## src/rtl/spread_pkg.sv

```systemverilog
// spread_pkg: shared types and constants for the spread_word DSSS spreader.
//   - state_t        : spreader FSM states (IDLE, RUN)
//   - DEF_CODE       : default 24-chip fixed spreading code
//   - DEF_LFSR_POLY  : default Galois feedback taps for the optional LFSR code
//   - DEF_LFSR_SEED  : default (non-zero) LFSR seed
//   - chip_cnt_w()   : width of the chip counter for a given SPREAD
//   - bit_cnt_w()    : width of the bit counter for a given DATA_W
package spread_pkg;

  typedef enum logic [0:0] {
    IDLE = 1'b0,
    RUN  = 1'b1
  } state_t;

  localparam logic [23:0] DEF_CODE      = 24'hA5C3F1;
  localparam logic [15:0] DEF_LFSR_POLY = 16'hB400;
  localparam logic [15:0] DEF_LFSR_SEED = 16'hACE1;

  // One spare state beyond the top count keeps the counter clear of overflow.
  function automatic int chip_cnt_w(input int spread);
    return $clog2(spread + 1);
  endfunction

  function automatic int bit_cnt_w(input int data_w);
    return $clog2(data_w + 1);
  endfunction

endpackage

```

## src/rtl/spread_lfsr.sv

```systemverilog
// spread_lfsr: right-shifting Galois LFSR that supplies the spreading code
// when the build defines SPREAD_LFSR_EN.
// Ports:
//   i_clk  : clock
//   i_load : load SEED this edge (has priority over i_step)
//   i_step : advance one position this edge
//   o_out  : LFSR output bit of the state the register holds after this edge,
//            so the caller can register a chip together with the LFSR state
//            that produced it.
module spread_lfsr
  import spread_pkg::*;
#(
  parameter int          W    = 16,
  parameter logic [W-1:0] POLY = DEF_LFSR_POLY,
  parameter logic [W-1:0] SEED = DEF_LFSR_SEED
) (
  input  logic i_clk,
  input  logic i_load,
  input  logic i_step,
  output logic o_out
);

  logic [W-1:0] r_lfsr;
  logic [W-1:0] w_adv;
  logic [W-1:0] w_next;

  // Galois form: shift right, fold POLY in when the bit shifted out is 1.
  assign w_adv  = (r_lfsr >> 1) ^ (r_lfsr[0] ? POLY : '0);
  assign w_next = i_load ? SEED : (i_step ? w_adv : r_lfsr);
  assign o_out  = w_next[0];

  always_ff @(posedge i_clk) begin
    r_lfsr <= w_next;
  end

endmodule

```

## src/rtl/spread_word.sv

```systemverilog
// spread_word: DSSS spreader. Accepts DATA_W-bit words, serialises them into
// bits (MSB or LSB first) and expands each bit into SPREAD chips by XOR with a
// spreading code. Chips leave on a 1-bit stream with full backpressure.
//
// Handshake: a beat transfers on a rising edge where valid && ready are both
// high; valid never depends on ready, and a presented beat (data, last) holds
// stable until it transfers. o_ready is combinational from i_ready and i_reset
// so a new word can be taken in the same cycle the final chip leaves.
//
// Ports:
//   i_clk, i_reset         : clock, synchronous active-high reset
//   i_data, i_valid, o_ready : word input
//   o_data, o_valid, i_ready : chip output
//   o_last                 : current chip is the final chip of the word
//   o_state                : FSM state, for observation
//
// Build option: define SPREAD_LFSR_EN to take the code chip from a Galois
// LFSR (reloaded with LFSR_SEED on reset and on each accepted word, stepped
// once per chip transfer) instead of the fixed CODE.
module spread_word
  import spread_pkg::*;
#(
  parameter int                SPREAD    = 24,
  parameter int                DATA_W    = 8,
  parameter bit                MSB_FIRST = 1'b1,
  parameter logic [SPREAD-1:0] CODE      = DEF_CODE,
  parameter int                LFSR_W    = 16,
  parameter logic [LFSR_W-1:0] LFSR_POLY = DEF_LFSR_POLY,
  parameter logic [LFSR_W-1:0] LFSR_SEED = DEF_LFSR_SEED
) (
  input  logic              i_clk,
  input  logic              i_reset,
  input  logic [DATA_W-1:0] i_data,
  input  logic              i_valid,
  output logic              o_ready,
  output logic              o_data,
  output logic              o_valid,
  input  logic              i_ready,
  output logic              o_last,
  output state_t            o_state
);

  localparam int CW = chip_cnt_w(SPREAD);
  localparam int BW = bit_cnt_w(DATA_W);
  localparam logic [CW-1:0] CHIP_MAX = CW'(SPREAD - 1);
  localparam logic [BW-1:0] BIT_MAX  = BW'(DATA_W - 1);

  state_t            r_state;
  state_t            w_state_nxt;
  logic [DATA_W-1:0] r_shift;
  logic [DATA_W-1:0] w_shift_nxt;
  logic [CW-1:0]     r_chip_cnt;
  logic [CW-1:0]     w_chip_nxt;
  logic [BW-1:0]     r_bit_cnt;
  logic [BW-1:0]     w_bit_nxt;
  logic              r_data;
  logic              r_valid;
  logic              r_last;
  logic              w_data_nxt;
  logic              w_valid_nxt;
  logic              w_last_nxt;

  logic              w_xfer;
  logic              w_word_end;
  logic              w_accept;
  logic              w_cur_bit;
  logic              w_code_chip;

  assign w_xfer     = r_valid && i_ready;
  assign w_word_end = w_xfer && r_last;
  assign o_ready    = !i_reset && ((r_state == IDLE) || w_word_end);
  assign w_accept   = i_valid && o_ready;

  assign o_data  = r_data;
  assign o_valid = r_valid;
  assign o_last  = r_last;
  assign o_state = r_state;

  // Next-state: counters and shift register describe the chip that will be
  // presented after this edge; they move only on accept or chip transfer.
  always_comb begin
    w_state_nxt = r_state;
    w_shift_nxt = r_shift;
    w_chip_nxt  = r_chip_cnt;
    w_bit_nxt   = r_bit_cnt;
    w_valid_nxt = r_valid;
    if (w_accept) begin
      w_state_nxt = RUN;
      w_shift_nxt = i_data;
      w_chip_nxt  = '0;
      w_bit_nxt   = '0;
      w_valid_nxt = 1'b1;
    end else if (w_word_end) begin
      w_state_nxt = IDLE;
      w_valid_nxt = 1'b0;
    end else if (w_xfer) begin
      if (r_chip_cnt == CHIP_MAX) begin
        w_chip_nxt  = '0;
        w_bit_nxt   = r_bit_cnt + 1'b1;
        // The bit being sent always sits at the outgoing end of the register.
        w_shift_nxt = MSB_FIRST ? (r_shift << 1) : (r_shift >> 1);
      end else begin
        w_chip_nxt = r_chip_cnt + 1'b1;
      end
    end
  end

  assign w_cur_bit = MSB_FIRST ? w_shift_nxt[DATA_W-1] : w_shift_nxt[0];

`ifdef SPREAD_LFSR_EN
  spread_lfsr #(
    .W    (LFSR_W),
    .POLY (LFSR_POLY),
    .SEED (LFSR_SEED)
  ) u_lfsr (
    .i_clk  (i_clk),
    .i_load (i_reset || w_accept),
    .i_step (w_xfer),
    .o_out  (w_code_chip)
  );
`else
  logic [CW-1:0] w_code_idx;

  // Chip k of a bit uses CODE[SPREAD-1-k]: the code is read MSB first.
  assign w_code_idx  = CHIP_MAX - w_chip_nxt;
  assign w_code_chip = CODE[w_code_idx];
`endif

  assign w_data_nxt = w_valid_nxt && (w_cur_bit ^ w_code_chip);
  assign w_last_nxt = w_valid_nxt && (w_chip_nxt == CHIP_MAX) && (w_bit_nxt == BIT_MAX);

  always_ff @(posedge i_clk) begin
    if (i_reset) begin
      r_state    <= IDLE;
      r_shift    <= '0;
      r_chip_cnt <= '0;
      r_bit_cnt  <= '0;
      r_data     <= 1'b0;
      r_valid    <= 1'b0;
      r_last     <= 1'b0;
    end else begin
      r_state    <= w_state_nxt;
      r_shift    <= w_shift_nxt;
      r_chip_cnt <= w_chip_nxt;
      r_bit_cnt  <= w_bit_nxt;
      r_data     <= w_data_nxt;
      r_valid    <= w_valid_nxt;
      r_last     <= w_last_nxt;
    end
  end

endmodule
```

## config.mk

```make
export PLATFORM = sky130hd
export DESIGN_NAME = spread_word
export DESIGN_NICKNAME = d
export VERILOG_FILES = /design/src/rtl/spread_pkg.sv /design/src/rtl/spread_lfsr.sv /design/src/rtl/spread_word.sv
export SDC_FILE = /design/constraint.sdc
export NUM_CORES = 1
export LEC_CHECK = 0
export BUFFER_PORTS_ARGS = -buffer_cell sky130_fd_sc_hd__buf_2
export CORE_MARGIN = 10
export CORE_UTILIZATION = 45
export CTS_BUF_LIST = sky130_fd_sc_hd__clkbuf_8
export DETAILED_ROUTE_END_ITERATION = 12
export GPL_ROUTABILITY_DRIVEN = 0
export PLACE_DENSITY = 0.69
export SETUP_SLACK_MARGIN = 0.3
export SLEW_MARGIN = 10
export SYNTH_ARGS = -nofsm -noshare
export SYNTH_HDL_FRONTEND = slang
export SYNTH_SLANG_ARGS = --single-unit
```

## constraint.sdc

```tcl
create_clock -name i_clk -period 4 [get_ports i_clk]
set_clock_uncertainty 0.15 [all_clocks]
set_input_delay 0.6 -clock i_clk [delete_from_list [all_inputs] [get_ports i_clk]]
set_output_delay 0.6 -clock i_clk [all_outputs]
set_load 0.01 [all_outputs]
```

==> results.cfg <==
[placed_design]
io_buffers = 16
dpl-instance-area_um2 = 1251
dp_hpwl_um = 1785

[worst_setup_path]
crit_fanout = 19
path_cells = ha_1 -> nand4b_2 -> nor2_8 -> or3_1 -> ha_1 -> a2111oi_2 -> a311oi_2 -> mux2i_1
crit_top_cell = ha_1
crit_path_max_incr_delay_ps = 540
cp-start-kind = flop
end_kind = flop
critPathSlowestCell = dfxtp_1
required_ps = 3990
arrival_ps = 2730
crit_family = simple AND/OR/NAND/NOR gates
worst-setup-path-type = reg2reg
worstPathBufferInverterCount = 0

[synthesis]
ys_warn_count = 0
ys_ff_latch = 21
synthesis.area_um2 = 1181
yosysSeqAreaShare_pct = 35.59
synth.avg_cell_area_um2 = 8.948
syn-num-nets = 147
synth.distinct_cells = 37
syn_inst = 132

[timing]
rsz0062_at_grt = false
holdWs_ps = 375.1
finalHoldViolCount = 0
slew_headroom_pct = 69.94
tightest_slew_ps = 449.8
slew_violations = 0
period_minus_slack_ps = 2742
fmax_mhz = 364.7
setup_violations = 0
finalCritPeriodShare_pct = 68.55
final.setup.tns_ps = 0

[grt]
grt_pass1_wl_um = 4471
globalRouteOverflowTotal = 0
antenna_found_initial = 0
grt_max_degree = 20
grt_pass1_vias = 918
grt_usage_pct = 10.10

[layout]
diodes = 0
postLayoutCoreUtil_pct = 51.85
fin_area_um2 = 1296
final_nets = 160
final_cell_mix = dfxtp_1, nor2_1, buf_2
area_growth_syn_to_layout_pct = 9.745
final_common_cell = dfxtp_1
layout-drive-gt1-share_pct = 18.06

[floorplanning]
dieHeight_um = 71.23
die_area_um2 = 5074
dieWidth_um = 71.23
start_util_pct = 47.25
ios = 17
std_cell_rows = 18
design.core.area_um2 = 2500

[power]
p_per_area_nw_per_um2 = 311.6
leakagePower_uw = 0.0005106
ir_drop_v = 0.0003215
power.total_uw = 404.0

[clock_tree]
cts.path.max_buffers = 2
htreeDepth = 1
postCtsSetupRepairBufs = 0
cts_root_buffer = clkbuf_8
cts_hold_buf = 0
path_clk_slew_ps = 80
cts_tree = done
post_cts_resized = 0
clock-sinks = 21
clkLatencyLatePin_ps = 260
numCtsBuffers = 3

[detailed_routing]
detail-route-antenna-nets = 0
drc_errors = 0
drt-total-wl_um = 2378
dr.pass1.iters = 4
post_drt_via_cell_ratio = 5.483
vias = 954
initialDrtViolationCount = 88
wl_per_cell_um = 13.67

[run_status]
outcome = finished clean

[flow_run]
drv_cap = 0

[hold_path]
hp-class = reg2reg
-- sequential cells by signal, indices dropped and copies added, names as in the netlist --
register and count:
r_shift 8, r_chip_cnt 5, o_state 1, o_valid 1, o_last 1, o_data 1, r_bit_cnt 4
-- worst paths after layout --
path	startpoint	endpoint	slack (ps)	cells after the start
min	r_shift[0]	r_shift[0]	380	2
min reg2reg	r_shift[0]	r_shift[0]	380	2
max reg2reg	r_chip_cnt[0]	o_data	1260	8
max	r_chip_cnt[0]	o_data	1260	8
-- Yosys cell counts --
master      n  area (µm²)
dfxtp_1    21       420.4
nor2_1     19       71.32
mux2i_1    12       120.1
a21oi_1     8       40.04
a211oi_1    6       45.04
nand2_1     6       22.52
nor3_1      6       30.03
nand3_1     5       25.02
nand2b_1    4       25.02
xnor2_1     4       35.03
clkbuf_1    3       11.26
ha_1        3       37.54
nor2b_1     3       18.77
o21ai_0     3       15.01
xor2_1      3       26.28
buf_2       2       10.01
buf_4       2       15.01
nand4_1     2       12.51
or4_1       2       15.01
a2111oi_2   1       15.01
a21bo_2     1       10.01
a21boi_2    1       11.26
a22oi_1     1       7.510
a311oi_1    1       8.760
a311oi_2    1       15.01
a31oi_1     1       6.260
and3b_1     1       8.760
buf_6       1       11.26
nand3b_1    1       7.510
nand4b_1    1       8.760
nand4b_2    1       15.01
nor2_8      1       20.02
nor4_1      1       6.260
nor4b_2     1       15.01
o22ai_1     1       6.260
or2_1       1       6.260
or3_1       1       6.260
-- power breakdown --
part | switching [µW] | internal [µW] | total (µW)
combinational | 25.2 | 19.4 | 44.6
clock | 68.1 | 68.4 | 136
sequential | 6.08 | 217 | 223
-- worst register-to-register path: cells and delay by family, from the launching register on --
family,cells,cell delay (ps)
fa+ha+maj,2,600
compound gates,2,440
flops,1,540
mux,1,150
simple gates,3,740
-- routing by layer --
| metal | global-route usage (%) | wire length (µm) | vias up |
|---|---|---|---|
| li1 | - | - | 502 |
| met1 | 13.92 | 1197 | 436 |
| met2 | 14.80 | 1057 | 14 |
| met3 | 3.444 | 103 | 2 |
| met4 | 1.935 | 19 | 0 |
| met5 | 0 | 0 | - |
-- kinds of logic after synthesis --
group / after synthesis / synth area share [%]
multiplexers: 12 / 10.17
buffers and inverters: 8 / 4.025
flip-flops: 21 / 35.59
AND/OR/NAND/NOR: 56 / 26.59
AO/OA/AOI/OAI: 25 / 15.25
adder cells (fa/ha/maj): 3 / 3.178
XOR/XNOR: 7 / 5.191
-- final cells by class --
cell class	instances	area, µm²
Fill cell	250	1204
Clock buffer	3	41.29
Multi-Input combinational cell	103	713.2
Tap cell	30	37.54
Timing Repair Buffer	16	80.08
Sequential cell	21	420.4
Clock inverter	1	3.754
-- stage by stage --
stage	worst slack, ps	std cells
after floorplan	1384	132
after global placement	1236	170
after detailed placement	1158	170
after CTS	1250	174
after global routing	992.5	174
final	1258	174
No activity file was read; power rests on OpenSTA's default activity.
